`src/rtl/xm_pkg.sv`:
```
// Shared XMakina core types: condition codes, PSW flag positions, CEX sequencer states.
package xm_pkg;

    typedef enum logic [3:0] {
        EQ, NE, CS, CC, MI, PL, VS, VC,
        HI, LS, GE, LT, GT, LE, TR, FL
    } cex_cond_t;

    typedef enum int unsigned {
        PSW_C = 0,
        PSW_Z = 1,
        PSW_N = 2,
        PSW_V = 3
    } psw_bit_t;

    typedef enum logic [2:0] {
        IDLE, RUN_T, SKIP_F, SKIP_T, RUN_F
    } cex_state_t;

endpackage

```
`src/rtl/cex_cond_eval.sv`:
```
// Combinational condition-code evaluator. The branch unit uses it for conditional branches too.
module cex_cond_eval
    import xm_pkg::*;
(
    input  cex_cond_t cond,
    input  logic      c,
    input  logic      z,
    input  logic      n,
    input  logic      v,
    output logic      result
);

    always_comb begin
        result = 1'b0;
        case (cond)
            EQ: result = z;
            NE: result = !z;
            CS: result = c;
            CC: result = !c;
            MI: result = n;
            PL: result = !n;
            VS: result = v;
            VC: result = !v;
            HI: result = c && !z;
            LS: result = !c || z;
            GE: result = (n == v);
            LT: result = (n != v);
            GT: result = !z && (n == v);
            LE: result = z || (n != v);
            TR: result = 1'b1;
            FL: result = 1'b0;
            default: result = 1'b0;
        endcase
    end

endmodule

```
`src/rtl/cex_controller.sv`:
```
// Conditional-execution sequencer: runs a true block then a false block after a CEX,
// gating write-back through exec_en.
module cex_controller
    import xm_pkg::*;
#(
    parameter int CNT_W = 3
) (
    input  logic             clk,
    input  logic             rst,
    input  logic [15:0]      psw_in,
    input  logic             cex_load,
    input  logic [3:0]       cex_cond,
    input  logic [CNT_W-1:0] cex_t_cnt,
    input  logic [CNT_W-1:0] cex_f_cnt,
    input  logic             instr_done,
    input  logic             cancel,
    output logic             exec_en,
    output logic             cex_active,
    output logic             cond_true
);

    cex_state_t       state, state_n;
    logic [CNT_W-1:0] cnt, cnt_n, f_cnt_q, f_cnt_n;
    logic             cond_n, cond_res;
    logic             unused_psw;

    assign unused_psw = ^psw_in[15:4];

    cex_cond_eval u_eval (
        .cond   (cex_cond_t'(cex_cond)),
        .c      (psw_in[PSW_C]),
        .z      (psw_in[PSW_Z]),
        .n      (psw_in[PSW_N]),
        .v      (psw_in[PSW_V]),
        .result (cond_res)
    );

    always_comb begin
        state_n = state;
        cnt_n   = cnt;
        f_cnt_n = f_cnt_q;
        cond_n  = cond_true;
        if (cancel) begin
            state_n = IDLE;
            cnt_n   = '0;
        end else if (cex_load && exec_en) begin
            // Zero-length blocks are resolved here so the counter never has to wrap.
            cond_n  = cond_res;
            f_cnt_n = cex_f_cnt;
            if (cex_t_cnt != '0) begin
                state_n = cond_res ? RUN_T : SKIP_T;
                cnt_n   = cex_t_cnt;
            end else if (cex_f_cnt != '0) begin
                state_n = cond_res ? SKIP_F : RUN_F;
                cnt_n   = cex_f_cnt;
            end else begin
                state_n = IDLE;
                cnt_n   = '0;
            end
        end else if (instr_done && state != IDLE) begin
            if (cnt == CNT_W'(1)) begin
                if ((state == RUN_T || state == SKIP_T) && f_cnt_q != '0) begin
                    state_n = (state == RUN_T) ? SKIP_F : RUN_F;
                    cnt_n   = f_cnt_q;
                end else begin
                    state_n = IDLE;
                    cnt_n   = '0;
                end
            end else begin
                cnt_n = cnt - CNT_W'(1);
            end
        end
    end

    always_ff @(posedge clk) begin
        if (rst) begin
            state      <= IDLE;
            cnt        <= '0;
            f_cnt_q    <= '0;
            cond_true  <= 1'b0;
            exec_en    <= 1'b1;
            cex_active <= 1'b0;
        end else begin
            state      <= state_n;
            cnt        <= cnt_n;
            f_cnt_q    <= f_cnt_n;
            cond_true  <= cond_n;
            exec_en    <= (state_n == IDLE) || (state_n == RUN_T) || (state_n == RUN_F);
            cex_active <= (state_n != IDLE);
        end
    end

endmodule

```
`config.mk`:
```
export PLATFORM = sky130hd
export DESIGN_NAME = cex_controller
export DESIGN_NICKNAME = d
export VERILOG_FILES = /design/src/rtl/xm_pkg.sv /design/src/rtl/cex_cond_eval.sv /design/src/rtl/cex_controller.sv
export SDC_FILE = /design/constraint.sdc
export NUM_CORES = 1
export LEC_CHECK = 0
export BUFFER_PORTS_ARGS = -buffer_cell sky130_fd_sc_hd__buf_2
export CORE_ASPECT_RATIO = 1.4
export CORE_MARGIN = 2
export CORE_UTILIZATION = 30
export CTS_CLUSTER_DIAMETER = 50
export CTS_CLUSTER_SIZE = 24
export DETAILED_ROUTE_END_ITERATION = 16
export SETUP_SLACK_MARGIN = 0.4
export SLEW_MARGIN = 25
export SYNTH_ARGS = -nofsm -noshare
export SYNTH_HDL_FRONTEND = slang
export SYNTH_SLANG_ARGS = --single-unit
```
`constraint.sdc`:
```
create_clock -name clk -period 2.4 [get_ports clk]
set_input_delay 0.6 -clock clk [delete_from_list [all_inputs] [get_ports clk]]
set_output_delay 0.6 -clock clk [all_outputs]
set_load 0.1 [all_outputs]
```
After elaboration in Yosys (flattened, before gate mapping)
Cells that the tools add are included.
{ "word_totals": {"regBits": 12, "elab_cells": 71, "in_bits": 31, "out_inout_bits": 3} }
{ "classes": {"n_eq_ne": 22, "add_sub_neg": 1, "n_reduce_logical": 24, "muxes": 17, "bitwise": 1} }
{ "ops": {"columns": ["operator", "n"], "rows": [
  ["3-bit 2-to-1 mux", 15],
  ["4-bit equality test (second input constant)", 8],
  ["4-bit by 3-bit equality test with 1-bit output (second input constant)", 4],
  ["1-bit one-hot mux with 16 select lines", 1],
  ["3-bit nonzero test", 5],
  ["3-bit by 1-bit equality test with 1-bit output (second input constant)", 3],
  ["4-bit by 2-bit equality test with 1-bit output (second input constant)", 2],
  ["1-bit logical AND", 5],
  ["1-bit logical OR", 5],
  ["4-bit by 1-bit equality test with 1-bit output (second input constant)", 1],
  ["1-bit zero test", 4],
  ["4-bit zero test", 1],
  ["3-bit by 2-bit equality test with 1-bit output (second input constant)", 1],
  ["3-bit equality test (second input constant)", 1],
  ["3-bit zero test", 1],
  ["3-bit by 1-bit subtractor with 3-bit output (second input constant)", 1],
  ["2-bit 2-to-1 mux", 1],
  ["2-bit AND reduction", 1],
  ["2-bit nonzero test", 1],
  ["2-bit OR reduction", 1],
  ["1-bit equality test", 1],
  ["1-bit != test", 1],
  ["1-bit NOT", 1]
]} }

Depth between registers and ports, before layout
Gate-level depths: netlist (run 1).
{ "depth": {"word_depth": 11, "mapped_depth": 8, "ltp_nobuf": 8} }

Modules after synthesis
A second synthesis (run 1) with hierarchy kept.
{ "unflattened": {"cells_unflattened": 100, "hier_area_um2": 799.5} }
{ "modules_own_cells": {"columns": ["module", "seq_area_each_um2", "cells_each", "n_inst", "area_per_inst_um2"], "rows": [
  ["cex_controller", 240.2, 77, 1, 644.4],
  ["cex_cond_eval", 0.0, 23, 1, 155.1]
]} }

Worst setup path after synthesis (run 1)
No wires, ideal clock.
{ "synth_timing": {"kind": "input to register", "from": "input cex_cond[1]", "to": "register cex_active", "t_arrival_ns": 2.088, "required_time_ns": 2.273, "path_buffers": 0, "cell_stages": 6, "path_slack_ns": 0.185, "cell_sequence": "mux4_1 -> xor2_1 -> mux2i_1 -> o311ai_2 -> a41oi_2 -> or3_1"} }
{ "synth_via": {"elab_chain_len": 8, "elab_cells_between_ends": 24, "classes_between": "eq/ne: 15; mux: 7; reduce/logical: 2"} }
{ "synth_rtl": {"columns": ["element", "line_no", "text"], "rows": [
  ["from (decl)", "cex_controller.sv:12", "input logic [3:0] cex_cond,"],
  ["4-bit equality test (tied with other cells)", "cex_cond_eval.sv:15", "case (cond)"],
  ["1-bit one-hot mux with 16 select lines *", "cex_cond_eval.sv:15", null],
  ["3-bit 2-to-1 mux", "cex_controller.sv:54", "state_n = cond_res ? SKIP_F : RUN_F;"],
  ["3-bit 2-to-1 mux", "cex_controller.sv:53", "end else if (cex_f_cnt != '0) begin"],
  ["3-bit 2-to-1 mux *", "cex_controller.sv:50", "if (cex_t_cnt != '0) begin"],
  ["3-bit 2-to-1 mux *", "cex_controller.sv:46", "end else if (cex_load && exec_en) begin"],
  ["3-bit 2-to-1 mux *", "cex_controller.sv:43", "if (cancel) begin"],
  ["3-bit nonzero test *", "cex_controller.sv:89", "cex_active <= (state_n != IDLE);"],
  ["to (signal assigned)", "cex_controller.sv:89", null],
  ["to (decl)", "cex_controller.sv:18", "output logic cex_active,"]
]} }
Mark *: on every way between the ends. The rest lies on a longest branch, timed or not.
A chain may end at the register's enable or synchronous reset.

Worst setup path in the final report (run 1)
{ "layout_timing": {"from": "input psw_in[0]", "to": "register cex_active"} }
{ "layout_via": {"elab_chain_len": 9, "elab_cells_between_ends": 11, "classes_between": "mux: 7; reduce/logical: 4"} }
{ "layout_rtl": {"columns": ["element", "line_no", "text"], "rows": [
  ["from (decl)", "cex_controller.sv:10", "input logic [15:0] psw_in,"],
  ["1-bit zero test", "cex_cond_eval.sv:19, cex_cond_eval.sv:25", null],
  ["1-bit logical OR", "cex_cond_eval.sv:25", "LS: result = !c || z;"],
  ["1-bit one-hot mux with 16 select lines *", "cex_cond_eval.sv:15", null],
  ["3-bit 2-to-1 mux", "cex_controller.sv:54", null],
  ["3-bit 2-to-1 mux", "cex_controller.sv:53", null],
  ["3-bit 2-to-1 mux *", "cex_controller.sv:50", null],
  ["3-bit 2-to-1 mux *", "cex_controller.sv:46", null],
  ["3-bit 2-to-1 mux *", "cex_controller.sv:43", null],
  ["3-bit nonzero test *", "cex_controller.sv:89", null]
]} }
Marks and branches as above.

==> results of run 1 <==
[sequential cells by signal (all words and copies together), names as in the netlist]
register / count
exec_en: 1
state: 3
cnt: 3
f_cnt_q: 3
cond_true: 1
cex_active: 1
[cell families (layout without fill, tap and decap cells)]
| logic type | Yosys count | in the layout | synth area share |
|---|---|---|---|
| AOI/OAI and AO/OA | 40 | 40 | 0.336 |
| buffers and inverters | 7 | 34 | 0.0426 |
| DFF | 12 | 12 | 0.303 |
| and+or+nand+nor | 30 | 30 | 0.208 |
| muxes | 2 | 2 | 0.0457 |
| xor gates and xnor gates | 3 | 3 | 0.0331 |
| adders and majority gates | 2 | 2 | 0.0315 |
[layout by cell type (no fill, tap or decap), types with 2 or more instances in the layout]
cell | synthesis | routed
nand2_1 | 12 | 12
buf_4 | 2 | 5
o31ai_1 | 5 | 3
buf_2 | 0 | 17
and3_1 | 2 | 2
nor2b_1 | 2 | 2
dfxtp_1 | 12 | 11
or3_1 | 2 | 2
a2111oi_0 | 2 | 2
a21oi_2 | 0 | 2
inv_1 | 4 | 3
clkbuf_4 | 0 | 3
o21ai_0 | 11 | 11
buf_6 | 0 | 3
o211ai_1 | 3 | 3
nor2_1 | 5 | 5
a21oi_1 | 11 | 9
o31ai_2 | 0 | 2
[timing repair]
action / 4_1_cts / 5_1_grt
setup endpoints to repair: 2 / 4
cloned: 0 / 0
resized for setup: 1 / 17
pin swaps: 2 / 2
setup buffers: 1 / 1
[layout make-up]
type                       count  area (um2)
tap                           36        45.0
sequential                    12         241
timing repair buffer          26         171
inverter                       4        15.0
fill                         262        1480
multi-input combinational     77         568
clock buffer                   4        36.3
[per-layer routing]
layer	vias up	wire length, um	track usage
met2	26	1200	0.252
li1	415	-	-
met5	-	0	0
met1	383	782	0.166
met3	2	76	0.0195
met4	0	29	0.0729
[power breakdown]
| group | total [mW] | internal (mW) | switching, mW |
|---|---|---|---|
| sequential | 0.221 | 0.212 | 0.00863 |
| combinational | 0.177 | 0.0691 | 0.108 |
| clock | 0.159 | 0.0921 | 0.0672 |
| total | 0.557 | 0.373 | 0.184 |
[worst min path at each step]
stage	startpoint	to	slack, ns	cells after the start
final	cond_true	cond_true	0.48	2
after global routing	f_cnt_q[0]	f_cnt_q[0]	0.54	2
after CTS	cond_true	cond_true	0.48	2
after detailed placement	cond_true	cond_true	0.47	2
after global placement	cond_true	cond_true	0.46	2
after floorplan	f_cnt_q[0]	f_cnt_q[0]	0.46	2
[metrics by stage]
stage               instance area, um2  instances  power, mW  hold WS, ns   util
floorplan                          790         96      0.331        0.464      -
global placement                   943        153      0.379        0.464  0.369
detailed placement                 943        153      0.382        0.473  0.369
CTS                                990        158      0.544        0.483  0.387
global route                      1080        159      0.592        0.543  0.421
finish                            1080        159      0.557        0.483  0.421
[worst min-delay path: stages (launching register included)]
cell,delay (ns)
dfxtp_1,0.31
o21ai_0,0.06
a21oi_1,0.07
==> summary.txt, run 1 <==
Clock network
  • CTS Buf Count: 3
  • Worst-path clk slew: 0.08 ns
  • CTS tree: built
  • H-tree levels: 1
  • Clock tree sinks: 12
  • Worst-Skew Late Latency: 0.27 ns
  • Clock Tree Buf Depth: 2
  • Hold buffers post-CTS: 0
  • Root Buffer: clkbuf_4

Logic synthesis
  • Synth Cell Area: 793 um2
  • Mean Syn Cell Area: 8.26 um2
  • Post-synth ARST share: 0
  • Flops & latches, synth: 12
  • Unique cell type count in the Yosys netlist: 34
  • Sequential area share after synthesis: 0.303
  • Dominant cell type by area after synthesis: dfxtp_1
  • Most common flop cell mapped by yosys: dfxtp_1
  • Mapped Cells: 96
  • Number of synthesis warnings: 0
  • Post-synth EDFFs: 0
  • Top-area cell type share of the netlist area: 0.303
  • Commonest cells in the netlist: dfxtp_1 (12), nand2_1 (12), a21oi_1 (11), o21ai_0 (11)
  • Main area contributors after synthesis: dfxtp_1 (30%), a21oi_1 (6.9%), o21ai_0 (6.9%)
  • Post-synthesis net count: 129

STA
  • Fin crit period: 2.09 ns
  • Final worst path period share: 0.872
  • Slew margin rel.: 0.451
  • Slew @ Worst Pin: 0.817 ns
  • Slew Viols, Final: 0
  • Unrepaired setup endpoints after global routing: true
  • Worst Skew: 0.0118 ns
  • Final Worst Setup Slack: 0.307 ns
  • Fmax: 478 MHz
  • Setup-failing EPs final: 0
  • Setup_tns: 0 ns
  • Final Hold Violating Endpoints: 0

Pwr
  • Max VDD drop: 198 uV
  • Cell area power density: 517 nW/um2
  • Static leakage: 0.427 nW

Floorplan
  • Die W: 47.5 um
  • Starting density of the core: 0.310
  • # rows: 22
  • Core Box Area: 2560 um2
  • Die H: 64.8 um
  • Ports: 34
  • Die area: 3080 um2

Detailed routing
  • Vias: 826
  • Detailed Routing Iterations Pass 1: 4
  • Post-DR wirelength/cell: 13.2 um
  • Detailed Route Iter0 Violations: 20
  • ANT nets after route: 0
  • Routed WL: 2.09 mm
  • Drc violations: 0
  • Vias per cell: 5.19

Final layout
  • Nets: 157
  • Share of layout cells above drive strength 1: 0.358
  • Area added between synthesis and finish: 35.8%
  • Antenna diodes: 0

Place
  • Pre-CTS WS: -0.0320 ns
  • IO Port Bufs: 21
  • GP Congestion: 0.765
  • Post-DP HPWL: 1.60 mm

Outcome
  • Outcome: completed

Global routing
  • Global Route Usage Sum: 0.147
  • Total gr overflow: 0
  • Vias in the first global route: 766
  • Largest net degree at the start of global routing: 13
  • First-pass GRT wire length: 3.28 mm
  • Initial antenna violation count: 0

Worst setup path
  • Worst Reg2Reg Path Length in Cells: 8
  • CP max-delay cell: mux4_2
  • Worst Path Arrival: 2.24 ns
  • Flop-to-flop setup slack: 0.50 ns
  • Crit. End Element: register
  • Launch point of the worst path: psw_in[0]
  • Critical Path Fanout Max: 3
  • Cell class contributing the biggest share of worst-path delay: multiplexers
  • FF-to-FF Start: cnt[1]
  • Worst Path Required: 2.55 ns
  • Startpoint Class: input pin
  • CP Cell Sequence: buf_2 -> mux4_2 -> xor2_2 -> mux2i_1 -> o311ai_2 -> a41oi_2 -> or3_1
  • Buf+Inv Stages, Crit Path: 1
  • Setup crit end: cex_active
  • Crit path kind: input pin to register
  • Worst path depth: 7
  • R2r endpoint: cex_active
  • CP peak stage delay: 0.50 ns

Flow run
  • Max-cap violations: 0

Hold path
  • Hold crit path type: register to register
(Power assumes the default switching activity.)
==> run 2, diff against run 1 <==
SYNTH_HIERARCHICAL = 1   (was unset)
==> run 2 against run 1 <==
Sequential power hardly changed. Cell count rose by 3.1%. Maximum frequency shrank 5.2%. Core utilization is 1.3 points lower. Routed wire length down 13%. Setup slack worse by 0.11 ns. Critical path type unchanged. Largest cell class unchanged.
==> summary.txt, run 2 <==
Outcome
  • Outcome: completed

Global routing
  • First-pass GRT wire length: 2.95 mm
  • Vias in the first global route: 769
  • Total gr overflow: 0
  • Global Route Usage Sum: 0.127
  • Largest net degree at the start of global routing: 11
  • Initial antenna violation count: 0

Floorplan
  • # rows: 22
  • Die area: 3100 um2
  • Die W: 47.6 um
  • Ports: 34
  • Starting density of the core: 0.309
  • Die H: 65.1 um
  • Core Box Area: 2590 um2

Final layout
  • Share of layout cells above drive strength 1: 0.297
  • Most frequent cells in the layout: buf_2 (19), dfxtp_1 (12), nand2_1 (10)
  • Nets: 163
  • Multi-input logic area: 556 um2
  • Area added between synthesis and finish: 32.1%
  • Commonest non-fill, non-tap cell in the layout: buf_2
  • Register Area: 240 um2
  • Biggest regs: cnt x3, f_cnt_q x3, state x3
  • Final core occ: 0.408
  • Finished Cell Area: 1060 um2
  • Final instance count without filler cells: 164
  • Fillcell total: 296
  • Antenna diodes: 0

Logic synthesis
  • Mapped Cells: 100
  • Main area contributors after synthesis: dfxtp_1 (30%), a211oi_1 (6.6%), a21oi_1 (5.6%)
  • Dominant cell type by area after synthesis: dfxtp_1
  • Post-synth EDFFs: 0
  • Post-synthesis net count: 133
  • Top-area cell type share of the netlist area: 0.300
  • Post-synth ARST share: 0
  • Synth Cell Area: 800 um2
  • Unique cell type count in the Yosys netlist: 37
  • Most common flop cell mapped by yosys: dfxtp_1
  • Mean Syn Cell Area: 8.00 um2
  • Flops & latches, synth: 12
  • Sequential area share after synthesis: 0.300
  • Commonest cells in the netlist: dfxtp_1 (12), nand2_1 (10), a21oi_1 (9)
  • Number of synthesis warnings: 6
  • Top-count cell post-synth: dfxtp_1

STA
  • Worst Skew: 0.000478 ns
  • Final Hold Violating Endpoints: 0
  • Final Worst Setup Slack: 0.193 ns
  • Fmax: 453 MHz
  • Setup_tns: 0 ns
  • Fin crit period: 2.21 ns
  • Unrepaired setup endpoints after global routing: true
  • Slew Viols, Final: 0
  • Final worst path period share: 0.920
  • Slew margin rel.: 0.677
  • Setup-failing EPs final: 0
  • Slew @ Worst Pin: 0.487 ns
  • Hold_ws: 0.490 ns

Worst setup path
  • Crit. End Element: register
  • Worst Path Arrival: 2.36 ns
  • Critical Path Fanout Max: 4
  • Launch point of the worst path: psw_in[2]
  • Crit path kind: input pin to register
  • Worst Path Required: 2.55 ns
  • Flop-to-flop setup slack: 0.49 ns
  • R2r endpoint: cex_active
  • CP max-delay cell: a2111oi_1
  • Worst Reg2Reg Path Length in Cells: 6
  • CP Cell Sequence: buf_8 -> xor2_4 -> xor2_1 -> a2111oi_1 -> a311oi_1 -> o22ai_1 -> buf_4 -> nor2_1 -> nor3_2 -> a311oi_2 -> or3_1
  • FF-to-FF Start: cnt[0]
  • Startpoint Class: input pin
  • CP peak stage delay: 0.35 ns

Clock network
  • Root Buffer: clkbuf_4
  • CTS Buf Count: 3
  • H-tree levels: 1
  • Worst-path clk slew: 0.07 ns
  • Hold buffers post-CTS: 0
  • Worst-Skew Late Latency: 0.26 ns
  • Post-CTS setup buffers: 0
  • Clock tree sinks: 12
  • Clock Tree Buf Depth: 2
  • CTS tree: built

Detailed routing
  • Met1 WL: 780 um
  • Met2 wire len: 949 um
  • Max Used Layer: met4
  • Post-DR wirelength/cell: 11.2 um
  • ANT nets after route: 0
  • Detailed Routing Iterations Pass 1: 2
  • Met3 WL: 74 um
  • Routed WL: 1.83 mm
  • Detailed Route Iter0 Violations: 15
  • Vias: 804
  • Drc violations: 0
  • Vias per cell: 4.90

Hold path
  • HP Start: cond_true
  • Hold crit path type: register to register
  • Worst hold stages: 2
  • End of the worst hold path: cond_true

Place
  • GP Congestion: 0.798
  • Post-DP HPWL: 1.49 mm
  • Dpl cells: 161
  • Placed Area: 1020 um2
  • Pre-CTS WS: -0.136 ns
  • IO Port Bufs: 21

Pwr
  • Static leakage: 0.423 nW
  • Overall power: 0.508 mW
  • Max VDD drop: 268 uV
  • Cell area power density: 481 nW/um2

Flow run
  • Max-cap violations: 0
[run 2: cell count changes after synthesis, sizes merged, moves of 2 or more]
cell    change
a211oi      +6
o21ai       -5
o31ai       -4
nand2b      +3
nand3       +3
nor2        +3
a21oi       -2
a311oi      +2
and3        -2
clkbuf      +2
nand2       -2
nor3        +2
or2         +2
[run 2: routing by layer]
layer	global-route usage	vias up
li1	-	427
met3	0.00836	2
met5	0	-
met2	0.225	17
met1	0.138	358
met4	0.0709	0
[run 2: area by class of cell]
type,instances,area share
Sequential cell,12,0.227
Inverter,3,0.0107
Clock buffer,3,0.0213
Timing Repair Buffer,29,0.172
Tap cell,36,0.0427
Multi-Input combinational cell,81,0.526
[run 2: power by group]
part           switching [mW]  internal (mW)
clock                  0.0617         0.0579
sequential            0.00700          0.211
combinational           0.102         0.0683
[run 2: worst max path at each step]
stage | endpoint | slack, ns
2_1_floorplan | cex_active | 0.11
3_3_place_gp | cex_active | -0.16
3_5_place_dp | cex_active | -0.14
4_1_cts | cex_active | 0.21
5_1_grt | cex_active | 0.14
6_report | cex_active | 0.19
[run 2: cells by family after synthesis]
| family | after synthesis | share of synthesized area |
|---|---|---|
| simple gates | 37 | 0.255 |
| compound gates | 36 | 0.307 |
| flops | 12 | 0.300 |
| buf+inv | 7 | 0.0376 |
| xor+xnor | 4 | 0.0438 |
| mux | 2 | 0.0250 |
| fa+ha+maj | 2 | 0.0313 |
[run 2: what timing repair did]
item                                    CTS  global route
endpoints found under the setup margin    3             3
gates resized for setup                   5             0
cloned                                    0             0
pin swaps                                 7             4
[run 2: worst max-delay path, delay by kind of cell]
kind                   cells  cell delay [ns]
AO/OA/AOI/OAI              4             0.63
XOR/XNOR                   2             0.31
buffers and inverters      2             0.26
AND/OR/NAND/NOR            3             0.55
==> run 3, diff against run 2 <==
CELL_PAD_IN_SITES_DETAIL_PLACEMENT = 2   (was unset)
CELL_PAD_IN_SITES_GLOBAL_PLACEMENT = 2   (was unset)
CORE_UTILIZATION = 25   (was 30)
PLACE_DENSITY = 0.89   (was unset)
==> run 3 against run 2 <==
Setup slack worse by 0.17 ns. Global-route usage is 3.7 points higher. Total power is 26% higher. Non-clock buffer count is 1 higher. Die area is 18% higher. Hold slack better by 0.030 ns. Critical path type unchanged. Largest power group is now clock. Highest routed layer unchanged.
==> summary.txt, run 3 (synthesized netlist as in run 2, its figures left out) <==
Outcome
  • Outcome: completed

Final layout
  • Nets: 164
  • Biggest regs: cnt x3, f_cnt_q x3, state x3
  • Fillcell total: 360
  • Area added between synthesis and finish: 41.9%
  • Final instance count without filler cells: 169
  • Multi-input logic area: 584 um2
  • Most frequent cells in the layout: buf_2 (18), dfxtp_1 (12), nand2_1 (9), buf_4 (9), a21oi_1 (8)
  • Commonest non-fill, non-tap cell in the layout: buf_2
  • Antenna diodes: 0
  • Finished Cell Area: 1130 um2
  • Share of layout cells above drive strength 1: 0.362
  • Register Area: 240 um2
  • Final core occ: 0.367

Place
  • Post-DP HPWL: 2.25 mm
  • GP Congestion: 0.765
  • Dpl cells: 163
  • IO Port Bufs: 21
  • Placed Area: 1010 um2
  • Pre-CTS WS: -0.251 ns

Global routing
  • Total gr overflow: 0
  • Largest net degree at the start of global routing: 12
  • Initial antenna violation count: 0
  • Vias in the first global route: 1037
  • First-pass GRT wire length: 4.67 mm
  • Global Route Usage Sum: 0.163

STA
  • Fin crit period: 2.38 ns
  • Unrepaired setup endpoints after global routing: true
  • Final Worst Setup Slack: 0.0185 ns
  • Worst Skew: 0.00393 ns
  • Fmax: 420 MHz
  • Slew @ Worst Pin: 0.480 ns
  • Final worst path period share: 0.992
  • Final Hold Violating Endpoints: 0
  • Slew Viols, Final: 0
  • Setup-failing EPs final: 0
  • Slew margin rel.: 0.678

Worst setup path
  • R2r endpoint: exec_en
  • Crit path kind: input pin to register
  • Buf+Inv Stages, Crit Path: 2
  • Worst Path Arrival: 2.50 ns
  • Worst path depth: 11
  • Worst Reg2Reg Path Length in Cells: 7
  • Flop-to-flop setup slack: 0.40 ns
  • Worst Path Required: 2.52 ns
  • CP max-delay cell: or3_1
  • CP Cell Sequence: buf_8 -> xor2_4 -> xor2_2 -> a2111oi_2 -> a311oi_1 -> o22ai_1 -> buf_4 -> nor2_2 -> nor3_2 -> a311oi_2 -> or3_1
  • Critical Path Fanout Max: 4
  • FF-to-FF Start: cnt[1]
  • Startpoint Class: input pin
  • CP peak stage delay: 0.33 ns
  • Crit. End Element: register
  • Cell class contributing the biggest share of worst-path delay: compound AO/OA/AOI/OAI gates

Pwr
  • Static leakage: 0.451 nW
  • Overall power: 0.638 mW
  • Cell area power density: 562 nW/um2
  • Max VDD drop: 496 uV

Clock network
  • Clock tree sinks: 12
  • Worst-Skew Late Latency: 0.24 ns
  • Root Buffer: clkbuf_8
  • CTS tree: built
  • Clock Tree Buf Depth: 2
  • CTS Buf Count: 3
  • H-tree levels: 1
  • Worst-path clk slew: 0.06 ns
  • Hold buffers post-CTS: 0

Detailed routing
  • Vias per cell: 5.23
  • Detailed Routing Iterations Pass 1: 3
  • Post-DR wirelength/cell: 16.5 um
  • ANT nets after route: 0
  • Routed WL: 2.78 mm
  • Drc violations: 0
  • Vias: 884
  • Detailed Route Iter0 Violations: 17

Hold path
  • Worst hold stages: 2
  • End of the worst hold path: f_cnt_q[0]
  • HP Start: f_cnt_q[0]
  • Hold crit path type: register to register

Floorplan
  • Die H: 70.9 um
  • Die W: 51.8 um
  • Starting density of the core: 0.258
  • Die area: 3670 um2
  • Core Box Area: 3090 um2
  • # rows: 24
  • Ports: 34

Flow run
  • Max-cap violations: 0
[run 3: final cells by class]
cell class / count / share of cell area
multi-input combinational: 81 / 0.515
inverter: 3 / 0.00992
timing repair buffer: 30 / 0.172
tap: 39 / 0.0430
sequential: 12 / 0.212
clock buffer: 4 / 0.0485
[run 3: timing repair]
action / CTS / global route
buffers inserted: 1 / 1
gates resized for setup: 7 / 8
endpoints found under the hold margin: 0 / 0
endpoints found under the setup margin: 4 / 5
pin swaps: 9 / 6
[run 3: per-layer routing]
metal / GRT usage / wire length, um / vias to the layer above
li1: - / - / 429
met1: 0.163 / 1020 / 430
met2: 0.335 / 1650 / 21
met3: 0.0127 / 75 / 4
met4: 0.0526 / 36 / 0
met5: 0 / 0 / -
[run 3: tightest hold or removal path: cells and delay by family (launching register included)]
| family | cells | cell delay [ns] |
|---|---|---|
| AOI/OAI and AO/OA | 2 | 0.14 |
| DFF | 1 | 0.33 |
[run 3: worst max path at each step]
stage                 end  startpoint  slack, ns
2_1_floorplan  cex_active   psw_in[2]       0.11
3_3_place_gp   cex_active   psw_in[2]      -0.21
3_5_place_dp   cex_active   psw_in[2]      -0.25
4_1_cts           exec_en   psw_in[3]       0.06
5_1_grt        cex_active   psw_in[3]      -0.08
6_report       cex_active   psw_in[3]       0.02
[run 3: power by group]
part           switching [mW]  total [mW]  internal [mW]
combinational           0.118       0.195         0.0774
clock                  0.0782       0.223          0.145
sequential            0.00817       0.220          0.212
[run 3: per-stage QoR]
step                      setup TNS, ns  hold WS (ns)
after global placement           -0.453         0.460
after CTS                             0         0.485
after detailed placement         -0.651         0.473
after global routing             -0.128         0.548
after floorplan                       0         0.460
final                                 0         0.520
